### config.mk
export PLATFORM = sky130hd
export DESIGN_NAME = prefix_adder_bist
export DESIGN_NICKNAME = d
export VERILOG_FILES = /design/src/rtl/prefix_adder_bist.sv
export SDC_FILE = /design/constraint.sdc
export NUM_CORES = 1
export LEC_CHECK = 0
export ABC_AREA = 1
export CAP_MARGIN = 20
export CORE_MARGIN = 3
export CORE_UTILIZATION = 45
export DETAILED_ROUTE_END_ITERATION = 6
export HOLD_SLACK_MARGIN = 0.03
export PLACE_DENSITY_LB_ADDON = 0.3
export SYNTH_ARGS = -nofsm -noshare
export SYNTH_HDL_FRONTEND = slang
export SYNTH_SLANG_ARGS = --single-unit
### constraint.sdc
create_clock -name clk -period 3.55 [get_ports clk]
set_input_delay 0.71 -clock clk [delete_from_list [all_inputs] [get_ports clk]]
set_output_delay 0.71 -clock clk [all_outputs]
set_load 0.005 [all_outputs]
### src/rtl/prefix_adder_bist.sv
// Built-in self-test driver for the 8-bit prefix adder.
// Applies directed then LFSR vectors and checks S against a golden sum.
module prefix_adder_bist #(
    parameter int          NUM_VECTORS = 64,
    parameter logic [15:0] SEED        = 16'hACE1
) (
    input  logic       clk,
    input  logic       rst,
    input  logic       start,
    output logic [7:0] adder_a,
    output logic [7:0] adder_b,
    output logic       adder_cin,
    input  logic [7:0] adder_s,
    output logic       busy,
    output logic       done,
    output logic       pass,
    output logic [7:0] err_count,
    output logic [7:0] fail_a,
    output logic [7:0] fail_b,
    output logic       fail_cin,
    output logic [7:0] fail_s
);

    typedef enum logic [1:0] {
        IDLE = 2'd0,
        RUN  = 2'd1,
        DONE = 2'd2
    } state_t;

    // A zero seed would lock the LFSR, so fall back to the default.
    localparam logic [15:0] SEED_EFF = (SEED == 16'h0000) ? 16'hACE1 : SEED;
    localparam logic [15:0] LAST_IDX = 16'(NUM_VECTORS - 1);

    state_t      state, state_nx;
    logic [15:0] lfsr, lfsr_nx;
    logic [15:0] vec_idx, vec_idx_nx;
    logic [7:0]  a_nx, b_nx;
    logic        cin_nx;
    logic [7:0]  err_nx;
    logic [7:0]  fa_nx, fb_nx, fs_nx;
    logic        fc_nx;

    logic [8:0]  sum9;
    logic [7:0]  golden;
    logic        mismatch;
    logic [15:0] next_idx;
    logic        lfsr_fb;

    // Golden sum is truncated: the adder has no carry-out.
    assign sum9     = {1'b0, adder_a} + {1'b0, adder_b} + {8'd0, adder_cin};
    assign golden   = sum9[7:0];
    assign mismatch = (adder_s != golden);
    assign next_idx = vec_idx + 16'd1;
    assign lfsr_fb  = lfsr[15] ^ lfsr[13] ^ lfsr[12] ^ lfsr[10];

    assign busy = (state == RUN);
    assign done = (state == DONE);
    assign pass = done && (err_count == 8'd0);

    // State, LFSR, operand and result registers.
    always_ff @(posedge clk or posedge rst) begin
        if (rst) begin
            state     <= IDLE;
            lfsr      <= SEED_EFF;
            vec_idx   <= 16'd0;
            adder_a   <= 8'd0;
            adder_b   <= 8'd0;
            adder_cin <= 1'b0;
            err_count <= 8'd0;
            fail_a    <= 8'd0;
            fail_b    <= 8'd0;
            fail_cin  <= 1'b0;
            fail_s    <= 8'd0;
        end else begin
            state     <= state_nx;
            lfsr      <= lfsr_nx;
            vec_idx   <= vec_idx_nx;
            adder_a   <= a_nx;
            adder_b   <= b_nx;
            adder_cin <= cin_nx;
            err_count <= err_nx;
            fail_a    <= fa_nx;
            fail_b    <= fb_nx;
            fail_cin  <= fc_nx;
            fail_s    <= fs_nx;
        end
    end

    // Next-state, vector generation and checking.
    always_comb begin
        state_nx   = state;
        lfsr_nx    = lfsr;
        vec_idx_nx = vec_idx;
        a_nx       = adder_a;
        b_nx       = adder_b;
        cin_nx     = adder_cin;
        err_nx     = err_count;
        fa_nx      = fail_a;
        fb_nx      = fail_b;
        fc_nx      = fail_cin;
        fs_nx      = fail_s;
        unique case (state)
            IDLE, DONE: begin
                if (start) begin
                    state_nx   = RUN;
                    lfsr_nx    = SEED_EFF;
                    vec_idx_nx = 16'd0;
                    a_nx       = 8'h00;
                    b_nx       = 8'h00;
                    cin_nx     = 1'b0;
                    err_nx     = 8'd0;
                    fa_nx      = 8'd0;
                    fb_nx      = 8'd0;
                    fc_nx      = 1'b0;
                    fs_nx      = 8'd0;
                end
            end
            RUN: begin
                if (mismatch) begin
                    if (err_count != 8'hFF)
                        err_nx = err_count + 8'd1;
                    // Counter still zero means this is the first miss.
                    if (err_count == 8'd0) begin
                        fa_nx = adder_a;
                        fb_nx = adder_b;
                        fc_nx = adder_cin;
                        fs_nx = adder_s;
                    end
                end
                if (vec_idx == LAST_IDX) begin
                    state_nx = DONE;
                    a_nx     = 8'h00;
                    b_nx     = 8'h00;
                    cin_nx   = 1'b0;
                end else begin
                    vec_idx_nx = next_idx;
                    if (next_idx < 16'd4) begin
                        unique case (next_idx[1:0])
                            2'd1: begin
                                a_nx   = 8'hFF;
                                b_nx   = 8'h01;
                                cin_nx = 1'b0;
                            end
                            2'd2: begin
                                a_nx   = 8'hFF;
                                b_nx   = 8'hFF;
                                cin_nx = 1'b1;
                            end
                            2'd3: begin
                                a_nx   = 8'h80;
                                b_nx   = 8'h80;
                                cin_nx = 1'b0;
                            end
                            default: begin
                                a_nx   = 8'h00;
                                b_nx   = 8'h00;
                                cin_nx = 1'b0;
                            end
                        endcase
                    end else begin
                        // Current LFSR value is used, then it steps.
                        a_nx    = lfsr[7:0];
                        b_nx    = lfsr[15:8];
                        cin_nx  = lfsr[0] ^ lfsr[15];
                        lfsr_nx = {lfsr[14:0], lfsr_fb};
                    end
                end
            end
            default: begin
                state_nx = IDLE;
            end
        endcase
    end

endmodule

# ---- Word level (Yosys, flattened, before mapping)
# Index checks and enable logic that the tools add are counted.
dict set report op_classes {
  n_addsub 4
  order_cmp 1
  eq_ne 15
  muxes 39
  bitwise_logic 4
  reduce_logical 12
}
# operator count
set ops {}
lappend ops {{$pmux 8 s2} 7}
lappend ops {{$mux 8} 13}
lappend ops {{$mux 16} 5}
lappend ops {{$pmux 16 s2} 2}
lappend ops {{$pmux 8 s3} 1}
lappend ops {{$add 16x1->16 const B} 1}
lappend ops {{$eq 16x6->1 const B} 1}
lappend ops {{$lt 16x3->1 const B} 1}
lappend ops {{$reduce_and 4->1} 3}
lappend ops {{$add 8x1->8} 1}
lappend ops {{$add 8x1->8 const B} 1}
lappend ops {{$add 8x8->8} 1}
lappend ops {{$logic_not 8->1} 1}
lappend ops {{$ne 2x1->1 const B} 4}
lappend ops {{$ne 8x8->1} 1}
lappend ops {{$ne 8x8->1 const B} 1}
lappend ops {{$eq 2x2->1 const B} 3}
lappend ops {{$mux 1} 6}
lappend ops {{$ne 2x2->1 const B} 3}
lappend ops {{$eq 2x1->1 const B} 2}
lappend ops {{$mux 2} 2}
lappend ops {{$pmux 1 s2} 2}
lappend ops {{$pmux 2 s2} 1}
lappend ops {{$reduce_and 2->1} 2}
lappend ops {{6 further kinds} 10}
dict set report word_totals {
  ff_bits 84
  inputBits 11
  elab_cells 86
}

# ---- Depth between registers and ports, before layout
# Gate-level depths: netlist (run 1).
dict set report logic_depth {
  word_depth 7
  depth_mapped 15
  mapped_depth_nobuf 14
}

# ---- Worst setup path before layout (run 1)
# OpenSTA, ideal clock, no wires.
dict set report synth_timing {
  path_type {flip-flop to flip-flop}
  from {register adder_a[0]}
  to {register fail_a[0]}
  setup_ps 117
  arrival_time_ps 2319
  t_required_ps 3433
  slack_ps 1114
  path_stages_with_launch 16
  path_buffers 1
  synth_period_minus_slack_ps 2436
  path_cell_list {dfrtp_1 -> fa_1 -> fa_1 -> nand3_1 -> nand2_1 -> nand3_1 -> nand2_1 -> nand2_1 -> nand2_1 -> nand2_1 -> nor2_1 -> nand2_1 -> nand3_2 -> buf_2 -> nand2_1 -> nand2_1}
}
dict set report synth_via {
  elab_chain_cells 5
  elab_cells_between_ends 8
  classes_between {add/sub (2); eq/ne (2); mux (3); reduce/logical (1)}
}
# element line_no
set synth_lines {}
lappend synth_lines {{start: declaration} 10} ;# output logic [7:0] adder_a,
lappend synth_lines {{start signal: assignment} 78} ;# adder_a <= a_nx;
lappend synth_lines {{$add 8x8->8} 50} ;# assign sum9 = {1'b0, adder_a} + {1'b0, adder_b} + {8'd0, adder_cin};
lappend synth_lines {{$add 8x1->8} 50}
lappend synth_lines {{$ne 8x8->1} 52} ;# assign mismatch = (adder_s != golden);
lappend synth_lines {{$ne 2x1->1 (no line)} --}
lappend synth_lines {{$reduce_and 4->1 (no line)} --}
lappend synth_lines {{end signal: assignment} 82} ;# fail_a <= fa_nx;
lappend synth_lines {{end: declaration} 18} ;# output logic [7:0] fail_a,
# Several ways; a longest one is shown, not always the timed one. The select of a mux whose other input is x is not followed.
# A chain may end at the register's enable or synchronous reset.

# ---- Final worst setup path (run 1)
dict set report layout_timing {
  from {register adder_a[0]}
  to {register fail_a[2]}
}
dict set report layout_via {
  elab_chain_cells 5
}
# element line_no
set layout_lines {}
lappend layout_lines {{$add 8x8->8} 50}
lappend layout_lines {{$add 8x1->8} 50}
lappend layout_lines {{$ne 8x8->1} 52}
lappend layout_lines {{$ne 2x1->1 (no line)} --}
lappend layout_lines {{$reduce_and 4->1 (no line)} --}
# No other way between the ends.

==> out/results.ini, run 1 <==
[cells_and_area]
final_cells=877
syn_to_final_growth_pct=19.6
fillers=1023
fin_nets=760
diodes=0
drive_gt1_share_pct=7.96

[power]
swShare_pct=46.4
peakVddDrop_mv=0.425
p_leak_nw=3.04
seqPwrFrac_pct=31.0
power_switching_mw=2.86
intPower_mw=3.30
p_comb_share_pct=56.4
p_clk_share_pct=12.5
p_per_area_nw_per_um2=1040

[timing]
tns_ns=0
holdWs_ns=0.467
relSlewSlack_pct=54.4
min_period_ns=3.04
rsz0062_at_grt=false
min_period_over_period_pct=85.7
hold_viol=0
setup_viol=0
worstMarginPinSlew_ns=0.684
max_freq_mhz=329
finClkSkew_ns=0.0124
finalMaxSlewViolations=0

[worst_setup_path]
critPathSlowestCell=fa_1
rrSetupSlack_ns=0.51
crit_top_cell=nand2_1
critical_path.startpoint_type=flip-flop
cp.arrival_ns=3.29
cp.required_ns=3.80
critPathMaxStageDelay_ns=0.49
end_kind=flip-flop
reg2reg_from=adder_a[0]
cp_max_fo=25
rr_endpoint=fail_a[2]
reg2reg_depth=14
path_cells=fa_1 -> fa_1 -> nand3_1 -> nand2_1 -> nand3_1 -> nand2_1 -> nand2_1 -> nand2_1 -> nand2_1 -> nor2_1 -> nand2_1 -> nand3_4 -> nand2_1 -> nand2_1
critPathKind=reg -> reg

[cts]
cts_resized=0
cts_hold_buffers=0
clock_sinks=84
cts_tree=yes
clk_pin_slew_ns=0.10
clockBufferDepth=2
clock_latency_ns=0.36
post_cts_buffers=0
root_buffer=clkbuf_8
h-tree-depth=3
cts_made_buffers=9

[floorplanning]
die-height_microns=111
core_area_sq_um=10600
die_x_microns=111
start_util_pct=47.1
ios=64
std_cell_rows=37
die_area_sq_um=12300

[synth]
synthDistinctLibCells=33
ys.warnings.count=0
syn-instance-count=681
synthDominantCellAreaShare_pct=38.2
ys_ff_latch=84
synth.top_cells.by_area=dfrtp_1 (38%), nand2_1 (17%), nand4_1 (6.4%)
synth_area_per_cell_sq_um=7.30
synth_area_sq_um=4970
synth_largest_area_cell=dfrtp_1
syn_nets=705
synth_seq_area_share_pct=42.5

[status]
outcome=finished clean

[route]
via_per_inst=5.16
ant_nets=0
drtPass1Iterations=5
remaining_drc_errors=0
vias=4527
drt-initial-drc-count=321
wire_per_inst_microns=14.1
postRouteWirelength_microns=12400

[min_path]
hold_depth=2
min_from=lfsr[6]
holdPathEnd=lfsr[6]
hold_path_class=reg -> reg

[place]
dp_cells=861
port_buffers=63
place_congestion=0.900
hpwl_microns=8940

[run]
max_cap_viol_count=0

[global_route]
overflow=0
grt.total_usage_pct=20.7
grt_pass1_wl_microns=21400
first_global_vias=4294
antenna_found_initial=0
grt_max_degree=85

metal layers:
layer	vias up	track usage, %	routed length, microns	share of wire (%)
met5	-	0	0	0
met4	0	7.46	162	1.3
met3	13	2.95	452	3.6
met2	104	32.6	5870	47
met1	2109	29.0	5910	48
li1	2301	-	-	-
flip-flops by register name, indices dropped and copies added, names as in the netlist:
name / cells
adder_b: 8
fail_s: 8
err_count: 8
fail_cin: 1
adder_a: 8
fail_b: 8
adder_cin: 1
vec_idx: 16
lfsr: 16
fail_a: 8
state: 2
synthesized netlist by cell type, drive strengths merged:
cell	number
nand2	242
inv	79
dfrtp	76
nor2	65
nand3	62
nand4	52
clkbuf	18
o21ai	12
a21oi	11
ha	11
o22ai	9
dfstp	8
buf	7
xnor2	7
xor2	6
nor3	5
clkinv	3
fa	2
nor4	2
a21o	1
and2	1
nand3b	1
o21a	1
power groups by stage:
| stage | Clock, mW | Combinational (mW) | Sequential [mW] |
|---|---|---|---|
| after floorplan | 0 | 2.46 | 1.82 |
| after global placement | 0 | 3.38 | 1.91 |
| after detailed placement | 0 | 3.47 | 1.92 |
| after CTS | 0.786 | 3.49 | 1.91 |
| after global routing | 0.826 | 3.96 | 1.98 |
| final | 0.773 | 3.48 | 1.91 |
layout make-up:
type,instances,area [sq um],area share [%]
multi-input cells,490,2440,41.1
flip-flops and latches,84,2110,35.5
clock inverters,7,98.8,1.66
inverters,82,309,5.20
repair buffers,69,688,11.6
well taps,136,170,2.86
clock buffers,9,124,2.08
layout by cell type, fill, tap and decap left out, types with 3 or more instances in the layout:
cell,count
a21oi_1,11
buf_4,5
clkbuf_8,9
clkdlybuf4s50_1,63
clkinv_1,3
dfrtp_1,76
dfstp_2,8
ha_1,11
inv_1,77
nand2_1,226
nand2_2,15
nand3_1,60
nand4_1,51
nor2_1,57
nor2_4,6
nor3_1,5
o21ai_0,11
o22ai_1,9
xnor2_1,7
xor2_1,6
through the flow:
step	worst slack (ns)	util, %	total power, mW	cell area, sq um
finish	0.507	56.3	6.16	5950
global route	0.197	56.3	6.76	5950
CTS	0.334	56.3	6.19	5940
detailed placement	0.382	54.2	5.40	5720
global placement	0.523	54.2	5.29	5720
floorplan	0.688	-	4.28	4970
worst max path at each step:
stage / start / to / slack, ns
floorplan: rst / adder_a[0] / 0.69
global placement: adder_a[0] / fail_b[2] / 0.52
detailed placement: adder_a[0] / fail_b[0] / 0.38
CTS: adder_a[0] / fail_a[2] / 0.33
global route: adder_a[0] / fail_b[1] / 0.20
finish: adder_a[0] / fail_a[2] / 0.51
cells by family (layout without fill, tap and decap cells):
logic type      Yosys count  in the layout  share of synthesized area [%]
simple gates            430            430                           39.4
buf+inv                 107            167                           8.53
flops                    84             84                           42.5
compound gates           34             34                           3.75
fa+ha+maj                13             13                           3.57
xor+xnor                 13             13                           2.29
critical path: cells and delay by family, from the launching register on:
kind,cells,cell delay [ns]
simple gates,12,1.60
fa+ha+maj,2,0.91
flops,1,0.44
Power figures use the tool's default switching activity.
==> run 2: changes to the inputs <==
- GPL_TIMING_DRIVEN: not set -> 0
- SLEW_MARGIN: not set -> 20
==> out/results.ini, run 2 (synthesis results as in run 1) <==
[timing]
hold_viol=0  ; unchanged
rsz0062_at_grt=false
setup_viol=0  ; unchanged
worstMarginPinSlew_ns=0.533  ; -0.151 ns
relSlewSlack_pct=64.5  ; +10 points
finClkSkew_ns=0.0151  ; +0.00269 ns
min_period_ns=3.22  ; +0.178 ns
tns_ns=0  ; unchanged
finalMaxSlewViolations=0  ; unchanged
max_freq_mhz=310  ; -5.5%
min_period_over_period_pct=90.7  ; +5.0 points

[route]
met1_length_microns=5990  ; +1.3%
via_per_inst=5.15  ; -0.24%
wl_met3_microns=508  ; +12%
drtPass1Iterations=5  ; unchanged
drt-initial-drc-count=295  ; -8.1%
wire_per_inst_microns=13.9  ; -1.8%
ant_nets=0  ; unchanged
remaining_drc_errors=0  ; unchanged
route.met2.wl_microns=5740  ; -2.1%
highest-signal-layer=met4
postRouteWirelength_microns=12500  ; +0.45%
vias=4619  ; +2.0%

[status]
outcome=finished clean

[cts]
cts_hold_buffers=0  ; unchanged
cts_tree=yes
clockBufferDepth=2  ; unchanged
h-tree-depth=3  ; unchanged
clock_latency_ns=0.36  ; about the same
post_cts_buffers=0  ; unchanged
cts_made_buffers=9  ; unchanged
root_buffer=clkbuf_8
clock_sinks=84  ; unchanged
clk_pin_slew_ns=0.08  ; -0.02 ns
cts_resized=0  ; unchanged

[cells_and_area]
layout_common_cells=nand2_1 (226), inv_1 (77), dfrtp_1 (76)
final_area_sq_um=5990  ; +0.67%
top_regs=lfsr: 16 flops, vec_idx: 16 flops
fin_nets=780  ; +2.6%
drive_gt1_share_pct=7.62  ; -0.34 points
utilization_pct=56.7  ; +0.38 points
diodes=0  ; unchanged
syn_to_final_growth_pct=20.4
final_common_cell=nand2_1

[place]
place_congestion=0.922  ; +2.4%
hpwl_microns=9350  ; +4.6%
port_buffers=63  ; unchanged
placed_area_sq_um=5800  ; +1.5%

[power]
p_per_area_nw_per_um2=1020  ; -1.4%
peakVddDrop_mv=0.456  ; +7.3%
p_leak_nw=3.05  ; +0.37%
design_power_total_mw=6.12  ; -0.71%

[global_route]
overflow=0  ; unchanged
antenna_found_initial=0  ; unchanged
first_global_vias=4360  ; +1.5%
grt_pass1_wl_microns=21400  ; +0.32%
grt.total_usage_pct=20.9  ; +0.27 points
grt_max_degree=57  ; -33%

[run]
max_cap_viol_count=0  ; unchanged

[worst_setup_path]
critPathKind=reg -> out
cp.required_ns=2.84  ; -0.96 ns
critical_path.startpoint_type=flip-flop
end_kind=output port
cp.arrival_ns=2.51  ; -0.78 ns
cp_max_fo=10  ; -60%

[floorplanning]
start_util_pct=47.1  ; unchanged
die-height_microns=111  ; unchanged
ios=64  ; unchanged
core_area_sq_um=10600  ; unchanged
std_cell_rows=37  ; unchanged
die_area_sq_um=12300  ; unchanged
die_x_microns=111  ; unchanged

[min_path]
hold_path_class=reg -> reg

## run 2: cell count changes in the layout (fill, tap and decap cells not counted), moves of 2 or more
cell	change
clkbuf_1	+20
buf_2	+5
buf_4	-5
clkbuf_8	+3
bufinv_16	-2
clkinv_4	-2
## run 2: cell type report
class,count,area (sq um)
buffer,25,116
clock buffer,14,173
clock inverter,2,10.0
fill,974,4570
inverter,82,310
multi-input combinational,490,2440
sequential,84,2110
tap,136,170
timing repair buffer,64,658
## run 2: metal layers
layer  up-vias  GRT usage [%]
li1       2351              -
met1      2133           29.5
met2       117           32.9
met3        18           2.67
met4         0           8.11
met5         -              0
## run 2: path summary, 6_finish.rpt
kind,from,to,slack (ns),depth (start not counted)
setup reg to reg,adder_a[0],fail_b[3],0.72,15
hold reg to reg,lfsr[6],lfsr[6],0.47,2
hold / removal,lfsr[6],lfsr[6],0.47,2
min in group asynchronous,rst,err_count[6],0.69,2
max in group asynchronous,rst,lfsr[5],2.19,3
setup / recovery,state[1],busy,0.33,4
## run 2: report_power, final
group	switching, mW	internal (mW)
Clock	0.344	0.311
Sequential	0.448	1.45
Combinational	2.05	1.51
Total	2.84	3.28
## run 2: through the flow
step	hold WS (ns)	std cells	setup slack, ns
after floorplan	0.442	681	0.688
after global placement	0.452	880	-0.614
after detailed placement	0.459	881	0.724
after CTS	0.473	897	0.330
after global routing	0.491	897	0.208
final	0.470	897	0.329
## run 2: worst max-delay path, cell delays in order, from the launching register on
cell	delay, ns
dfrtp_1	0.41
nor2_4	0.22
clkbuf_1	0.45
buf_1	0.46
clkdlybuf4s50_1	0.60
